File: config.mk
export PLATFORM = sky130hd
export DESIGN_NAME = if_stage
export DESIGN_NICKNAME = d
export VERILOG_FILES = /design/src/rtl/mips_pkg.sv /design/src/rtl/if_stage_npc.sv /design/src/rtl/if_stage.sv
export SDC_FILE = /design/constraint.sdc
export NUM_CORES = 1
export LEC_CHECK = 0
export CORE_ASPECT_RATIO = 2
export CORE_UTILIZATION = 46
export CTS_CLUSTER_DIAMETER = 30
export DETAILED_ROUTE_END_ITERATION = 10
export MAX_ROUTING_LAYER = met4
export PLACE_DENSITY = 0.85
export REMOVE_ABC_BUFFERS = 1
export SETUP_SLACK_MARGIN = 0.05
export SYNTH_ARGS = -nofsm -noshare
export SYNTH_HDL_FRONTEND = slang
export SYNTH_SLANG_ARGS = --single-unit
File: constraint.sdc
create_clock -name clk -period 6.8 [get_ports clk]
set_input_delay 1.02 -clock clk [delete_from_list [all_inputs] [get_ports clk]]
set_output_delay 1.02 -clock clk [all_outputs]
set_load 0.02 [all_outputs]
File: src/rtl/mips_pkg.sv
// Shared definitions for the MIPS fetch stage.
// Next-PC source encodings, the reset vector, the nop encoding and a
// sign-extension helper used by the redirect-target logic.
package mips_pkg;

  // Next-PC source, decided by the decoder in the D stage.
  typedef enum logic [1:0] {
    NPC_SEQ = 2'd0,  // sequential fetch, PC_F + 4
    NPC_BR  = 2'd1,  // conditional branch, taken only when br_taken is high
    NPC_J   = 2'd2,  // j / jal, pseudo-direct target
    NPC_JR  = 2'd3   // jr / jalr, register target
  } npc_sel_t;

  // Address of the first instruction fetched after reset.
  localparam logic [31:0] RESET_PC  = 32'h0000_3000;

  // sll $0, $0, 0: the architectural nop used to squash fetches.
  localparam logic [31:0] NOP_INSTR = 32'h0000_0000;

  // Sign-extend a 16-bit immediate to 32 bits.
  function automatic logic [31:0] sext16(input logic [15:0] imm);
    return {{16{imm[15]}}, imm};
  endfunction

endpackage

File: src/rtl/if_stage_npc.sv
// Next-PC computation for the fetch stage (module npc).
// Builds the branch, jump and register targets from the instruction and
// address held in IF/ID, decides whether the current D-stage instruction
// redirects fetch, and selects the next fetch address. All arithmetic
// wraps modulo 2^32.
module npc
  import mips_pkg::*;
(
  input  logic [31:0] pc_f,      // current fetch address
  input  logic [31:0] pc_d,      // address of the instruction in D
  input  logic [25:0] ir_index,  // low 26 bits of the instruction in D
  input  logic [31:0] rs_d,      // forwarded rs value, jr/jalr target
  input  logic [1:0]  npc_sel,   // next-PC source from the decoder
  input  logic        br_taken,  // branch condition, valid for NPC_BR only
  output logic [31:0] next_pc,   // address to load into PC_F
  output logic        redirect   // D-stage control transfer in effect
);

  npc_sel_t    sel;
  logic [31:0] pc_d_plus4;
  logic [31:0] seq_pc;
  logic [31:0] br_offset;
  logic [31:0] br_target;
  logic [31:0] j_target;
  logic [31:0] target;

  assign sel        = npc_sel_t'(npc_sel);
  assign pc_d_plus4 = pc_d + 32'd4;
  assign seq_pc     = pc_f + 32'd4;

  // Branch offset counts words relative to the delay-slot address.
  assign br_offset  = sext16(ir_index[15:0]) << 2;
  assign br_target  = pc_d_plus4 + br_offset;

  // Pseudo-direct jump: region bits come from the delay-slot address.
  assign j_target   = {pc_d_plus4[31:28], ir_index, 2'b00};

  // Select the redirect target and decide whether it is taken.
  always_comb begin
    target   = seq_pc;
    redirect = 1'b0;
    case (sel)
      NPC_SEQ: begin
        target   = seq_pc;
        redirect = 1'b0;
      end
      NPC_BR: begin
        target   = br_target;
        redirect = br_taken;
      end
      NPC_J: begin
        target   = j_target;
        redirect = 1'b1;
      end
      NPC_JR: begin
        target   = rs_d;
        redirect = 1'b1;
      end
      default: begin
        target   = seq_pc;
        redirect = 1'b0;
      end
    endcase
  end

  // Fall back to sequential fetch unless a control transfer is in effect.
  always_comb begin
    next_pc = seq_pc;
    if (redirect) begin
      next_pc = target;
    end
  end

endmodule

File: src/rtl/if_stage.sv
// MIPS instruction-fetch stage: PC register, IF/ID pipeline register and
// the next-PC sub-module.
// Configuration macro IF_DELAY_SLOT_EN:
//   defined   - architectural delay slot; the instruction after a taken
//               control transfer enters IF/ID normally.
//   undefined - the delay-slot fetch is squashed to a nop on redirect.
// A misaligned fetch address always loads a nop into IF/ID.
module if_stage
  import mips_pkg::*;
(
  input  logic        clk,
  input  logic        reset,
  input  logic        PC_en,
  input  logic        IR_D_en,
  input  logic [1:0]  npc_sel,
  input  logic        br_taken,
  input  logic [31:0] rs_D,
  output logic [31:0] imem_addr,
  input  logic [31:0] imem_data,
  output logic [31:0] IR_D,
  output logic [31:0] PC_D,
  output logic [31:0] PC8_D,
  output logic        misalign_F
);

`ifdef IF_DELAY_SLOT_EN
  localparam bit SQUASH_ON_REDIRECT = 1'b0;
`else
  localparam bit SQUASH_ON_REDIRECT = 1'b1;
`endif

  logic [31:0] pc_f_reg;
  logic [31:0] ir_d_reg;
  logic [31:0] pc_d_reg;
  logic [31:0] pc_f_next;
  logic [31:0] ir_d_next;
  logic        redirect;
  logic        squash;

  npc u_npc (
    .pc_f     (pc_f_reg),
    .pc_d     (pc_d_reg),
    .ir_index (ir_d_reg[25:0]),
    .rs_d     (rs_D),
    .npc_sel  (npc_sel),
    .br_taken (br_taken),
    .next_pc  (pc_f_next),
    .redirect (redirect)
  );

  assign misalign_F = (pc_f_reg[1:0] != 2'b00);

  // A stalled redirect is not squashed: it re-evaluates on the next cycle,
  // so the squash only applies when the PC actually takes the target.
  assign squash = SQUASH_ON_REDIRECT & redirect & PC_en;

  // Choose what enters IF/ID: the fetched word, or a nop when the fetch
  // is misaligned or lies in a squashed delay slot.
  always_comb begin
    ir_d_next = imem_data;
    if (misalign_F || squash) begin
      ir_d_next = NOP_INSTR;
    end
  end

  // PC and IF/ID registers; reset overrides both enables.
  always_ff @(posedge clk) begin
    if (reset) begin
      pc_f_reg <= RESET_PC;
      ir_d_reg <= NOP_INSTR;
      pc_d_reg <= RESET_PC;
    end else begin
      if (PC_en) begin
        pc_f_reg <= pc_f_next;
      end
      if (IR_D_en) begin
        ir_d_reg <= ir_d_next;
        pc_d_reg <= pc_f_reg;
      end
    end
  end

  assign imem_addr = pc_f_reg;
  assign IR_D      = ir_d_reg;
  assign PC_D      = pc_d_reg;
  assign PC8_D     = pc_d_reg + 32'd8;

endmodule

### Word-level counts from Yosys, hierarchy flattened

Index checks and enable logic that the tools add are counted.
W data, S select, Z words.

* equality and inequality tests: 3
* mux-type cells: 4
* add/subtract/negate cells: 4
* bitwise operators: 1
* reduce and logical (&&, ||, !) cells: 4

Operator list (count)
* $pmux W32 S4: 1
* $add A32 B3 Y32 const B: 2
* $mux W32: 2
* $add A32 B32 Y32: 1
* $add A32 B4 Y32 const B: 1
* $eq A2 B2 Y1 const B: 2
* $pmux W1 S3: 1
* $eq A2 B1 Y1 const B: 1
* $logic_not A2 Y1: 1
* $reduce_bool A2 Y1: 1
* $reduce_or A2 Y1: 1
* $and A1 B1 Y1: 1
* $logic_or A1 B1 Y1: 1

* output and inout port bits: 129
* register bits: 96
* word-level logic and storage cells: 19

### Longest topological paths before layout

* word-level depth: 6
* gate-level depth with buffers: 17
* mapped depth without buffers: 15

### Modules after synthesis

Synthesis repeated with hierarchy kept, for this count alone.

* cell total of the unflattened synthesis: 977
* area, all modules: 7743.7 um^2

By module, submodules not included
* npc: times used 1, cells an instance 575, area each 3878.7 um^2, sequential area each 0.0 um^2
* if_stage: times used 1, cells an instance 402, area each 3865.0 um^2, sequential area each 1921.8 um^2

### Least setup slack after synthesis

OpenSTA, ideal clock, no wires.

* path kind: register to register
* start: register pc_d_reg[4] (netlist: PC_D[4])
* end: register pc_f_reg[30] (netlist: imem_addr[30])
* data required time: 6.686 ns
* setup slack: 3.144 ns
* arrival time: 3.542 ns
* path buffers: 1
* period minus slack after synthesis: 3.656 ns
* stages on the path, launching flop included: 17
* path through: dfxtp_1 -> ha_1 -> and4_1 -> clkbuf_1 -> nand3_1 -> nor4_2 -> nand4_1 -> xnor2_1 -> ha_1 -> inv_1 -> a211oi_1 -> or4_1 -> a31o_2 -> a21oi_1 -> o41ai_1 -> mux2i_1 -> a21o_1

* word-level cells in the longest chain between the ends: 4

RTL lines
* from (decl): line if_stage.sv:34 `logic [31:0] pc_d_reg;`
* from (signal assigned): line if_stage.sv:78 `pc_d_reg <= pc_f_reg;`
* $add A32 B3 Y32 (*): line if_stage_npc.sv:28 `assign pc_d_plus4 = pc_d + 32'd4;`
* $add A32 B32 Y32: line if_stage_npc.sv:33 `assign br_target = pc_d_plus4 + br_offset;`
* $pmux W32 S4 (*): line if_stage_npc.sv:42 `case (sel)`
* $mux W32 (*): line if_stage_npc.sv:69 `if (redirect) begin`
* to (signal assigned): line if_stage.sv:74 `pc_f_reg <= pc_f_next;`
* to (decl): line if_stage.sv:32 `logic [31:0] pc_f_reg;`

Mark *: on every way between the ends. The rest lies on a longest branch, timed or not.
A chain may end at the register's enable or synchronous reset.

### Final worst setup path

Same ends and word-level chain as after synthesis.

==> flow_summary.ini <==
[setup_path]
crit_required_ps = 7060
cp_max_fo = 7
crit_type = reg2reg
critPathMaxStageDelay_ps = 540
r2r_slack_ps = 2200
crit_top_cell = ha_1
slowest_stage = nor4_2
crit_path_end_kind = flop
critPathLaunchType = flop
crit_family = simple AND/OR/NAND/NOR gates
cp_num_buf_inv = 1
path_cells = ha_1 -> and4_1 -> nand3_1 -> nor4_2 -> nand4_1 -> xnor2_1 -> ha_1 -> inv_1 -> a211oi_1 -> or4_1 -> a31o_2 -> a21oi_1 -> o41ai_1 -> mux2i_1 -> a21o_1
crit_arrival_ps = 4860

[power]
comb_power_share_pct = 26.4
finalPower_mw = 1.59
cellPowerDensity_mw_per_mm2 = 162
p_leak_nw = 3.89
vdd_drop_max_mv = 0.115
clkPwrFrac_pct = 32.8
p_sw_uw = 528
seqPwrFrac_pct = 40.8
p_sw_share_pct = 33.2
p_int_mw = 1.06

[timing]
slew_viol_final = 0
tns_ps = 0
finalHoldViolations = 0
finalCriticalPeriod_ps = 4600
skew_ps = 8.84
rsz0062_at_grt = no
worst_pin_slew_ps = 1170
max_freq_mhz = 218
setup_viol = 0
period_share_pct = 67.6
max_slew_margin_pct = 21.8

[clock_network]
clock-sinks = 96
cts_made_buffers = 9
ctsResizeCount = 0
clock_latency_ps = 360
clk_path_buf_depth = 2
holdBufCountCts = 0
cts_max_level = 3
cts_tree = yes
postCtsSetupRepairBufs = 0
clkTransAtPathRegs_ps = 70
cts_root_buf = clkbuf_16

[synth]
netlist_instances = 989
yosysWarningCount = 0
synth_seq_area_share_pct = 25.4
yosys.area.top_type = dfxtp_1
ys_seq_elements = 96
synth_edf_count = 0
syn_area_mm2 = 0.00757
synth_flop_cell = dfxtp_1
synth_cell_type_count = 72
avgSynthCellArea_um2 = 7.65
synthTopCellsByArea = dfxtp_1 25%, mux2i_1 6.7%, a21oi_1 6.6%
synthArstFlopShare_pct = 0
synth_top_area_share_pct = 25.4

[worst_hold_path]
holdCritPathClass = reg2reg

[floorplan]
dieHeight_um = 183
ios = 200
coreArea_mm2 = 0.0162
fp.dieW_um = 92.7
rows = 66
start_util_pct = 46.8
design.die.area_mm2 = 0.0170

[run_status]
status = complete, but fails checks
failed_checks = DRC

[place]
place_congestion = 1.07
port_buffers = 199
dp_hpwl_mm = 23.2
dp.cells = 1331
place_area_mm2 = 0.00957

[routing]
viasPerCell = 6.37
routed_wl_mm = 31.4
antenna_left = 0
wl_per_cell_um = 23.3
drt_iter0_drc = 600
drc_errors = 2
vias = 8585
firstDrtPassIters = 8

[finish]
area_growth_pct = 30.3
fin_area_mm2 = 0.00986
final_cells = 1347
drive_gt1_share_pct = 5.78
nets = 1246

[global_route]
grt_pass1_vias = 8436
grt_pass1_wl_mm = 47.0
antenna_found_initial = 0
grt.total_usage_pct = 37.8
grt_max_degree = 98
grt_overflow = 0

[run]
maxCapViolCount = 0
placed cells by master, fill, tap and decap left out, types with 4 or more instances in the layout:
master / count
a211o_1: 4
a211oi_1: 16
a21o_1: 15
a21oi_1: 100
a311oi_1: 8
a31oi_1: 9
and2_1: 6
and3_1: 10
and4_1: 7
buf_4: 12
clkbuf_16: 9
clkdlybuf4s50_1: 195
clkinv_2: 4
dfxtp_1: 96
ha_1: 36
inv_1: 17
mux2_2: 11
mux2i_1: 51
nand2_1: 75
nand2b_1: 8
nand3_1: 52
nand4_1: 23
nor2_1: 109
nor2b_1: 36
nor3_1: 19
nor4_1: 8
o211ai_1: 11
o21ai_0: 43
o22ai_1: 5
or3_1: 5
xnor2_1: 47
xor2_1: 26
area by class of cell:
type                       count  area [um^2]
timing repair buffer         210         2060
antenna                        1         2.50
clock inverter                 6         58.8
fill                        1481         6330
sequential                    96         1920
inverter                      18         67.6
clock buffer                   9          225
tap                          204          255
multi-input combinational    803         5270
through the flow:
| stage | hold slack [ps] | worst slack [ps] | utilization, % |
|---|---|---|---|
| 6_report | 492 | 2200 | 60.9 |
| 5_1_grt | 526 | 1960 | 60.9 |
| 4_1_cts | 494 | 2390 | 60.9 |
| 3_5_place_dp | 476 | 2420 | 59.1 |
| 3_3_place_gp | 466 | 2410 | 59.1 |
| 2_1_floorplan | 541 | 2330 | - |
worst paths after layout:
check             cells after the start       endpoint         start
setup reg to reg                     15  imem_addr[30]       PC_D[4]
hold / removal                        2   imem_addr[0]  imem_addr[0]
setup / recovery                     15  imem_addr[30]       PC_D[4]
hold reg to reg                       2   imem_addr[0]  imem_addr[0]
routing by layer:
metal / routed length, um / global-route usage, % / part of all wire, %
met1: 10200 / 37.0 / 32
met2: 15900 / 63.4 / 51
met3: 2120 / 5.39 / 6.8
met4: 3110 / 34.7 / 9.9
met5: 0 / - / 0
kinds of logic (layout without fill, tap and decap cells):
| group | after synthesis | count (layout) | share of synthesized area (%) |
|---|---|---|---|
| mux | 62 | 62 | 8.38 |
| flops | 96 | 96 | 25.4 |
| simple gates | 381 | 381 | 25.5 |
| fa+ha+maj | 37 | 37 | 6.22 |
| compound gates | 250 | 250 | 21.0 |
| buf+inv | 90 | 243 | 5.01 |
| xor+xnor | 73 | 73 | 8.45 |
| other cells | 0 | 1 | 0 |
synth_stat cells (all sizes together), types with 3 or more instances:
cell,instances
and4,9
and3,10
o22ai,5
mux2i,51
xnor2,47
a31oi,9
ha,36
o21bai,3
and2,6
nand2,75
o21ai,44
nor3,20
a21oi,103
mux2,11
nor3b,4
inv,18
a211o,4
a221o,3
nor2,110
nand4,25
nor2b,36
buf,32
or4,3
dfxtp,96
or3,5
a311oi,8
a21o,15
a221oi,3
a311o,3
o211ai,11
xor2,26
nand3,53
nor4,11
o21a,3
a211oi,18
clkbuf,40
or2,3
nand2b,8
power groups by stage:
stage	combinational (mW)	sequential, mW	clock, mW
2_1_floorplan	0.170	0.680	0
3_3_place_gp	0.410	0.660	0
3_5_place_dp	0.414	0.661	0
4_1_cts	0.416	0.648	0.526
5_1_grt	0.447	0.654	0.550
6_report	0.420	0.651	0.522
sequential cells by signal, summed over array words and instances, names as in the netlist:
signal	cells
imem_addr	32
IR_D	32
PC_D	32
tightest hold or removal path, delay by kind of cell (launching register included):
family | cells | cell delay, ps
AOI/OAI and AO/OA | 1 | 50
and+or+nand+nor | 1 | 70
DFF | 1 | 330
Note: power is estimated with default switching activity, not from simulation.
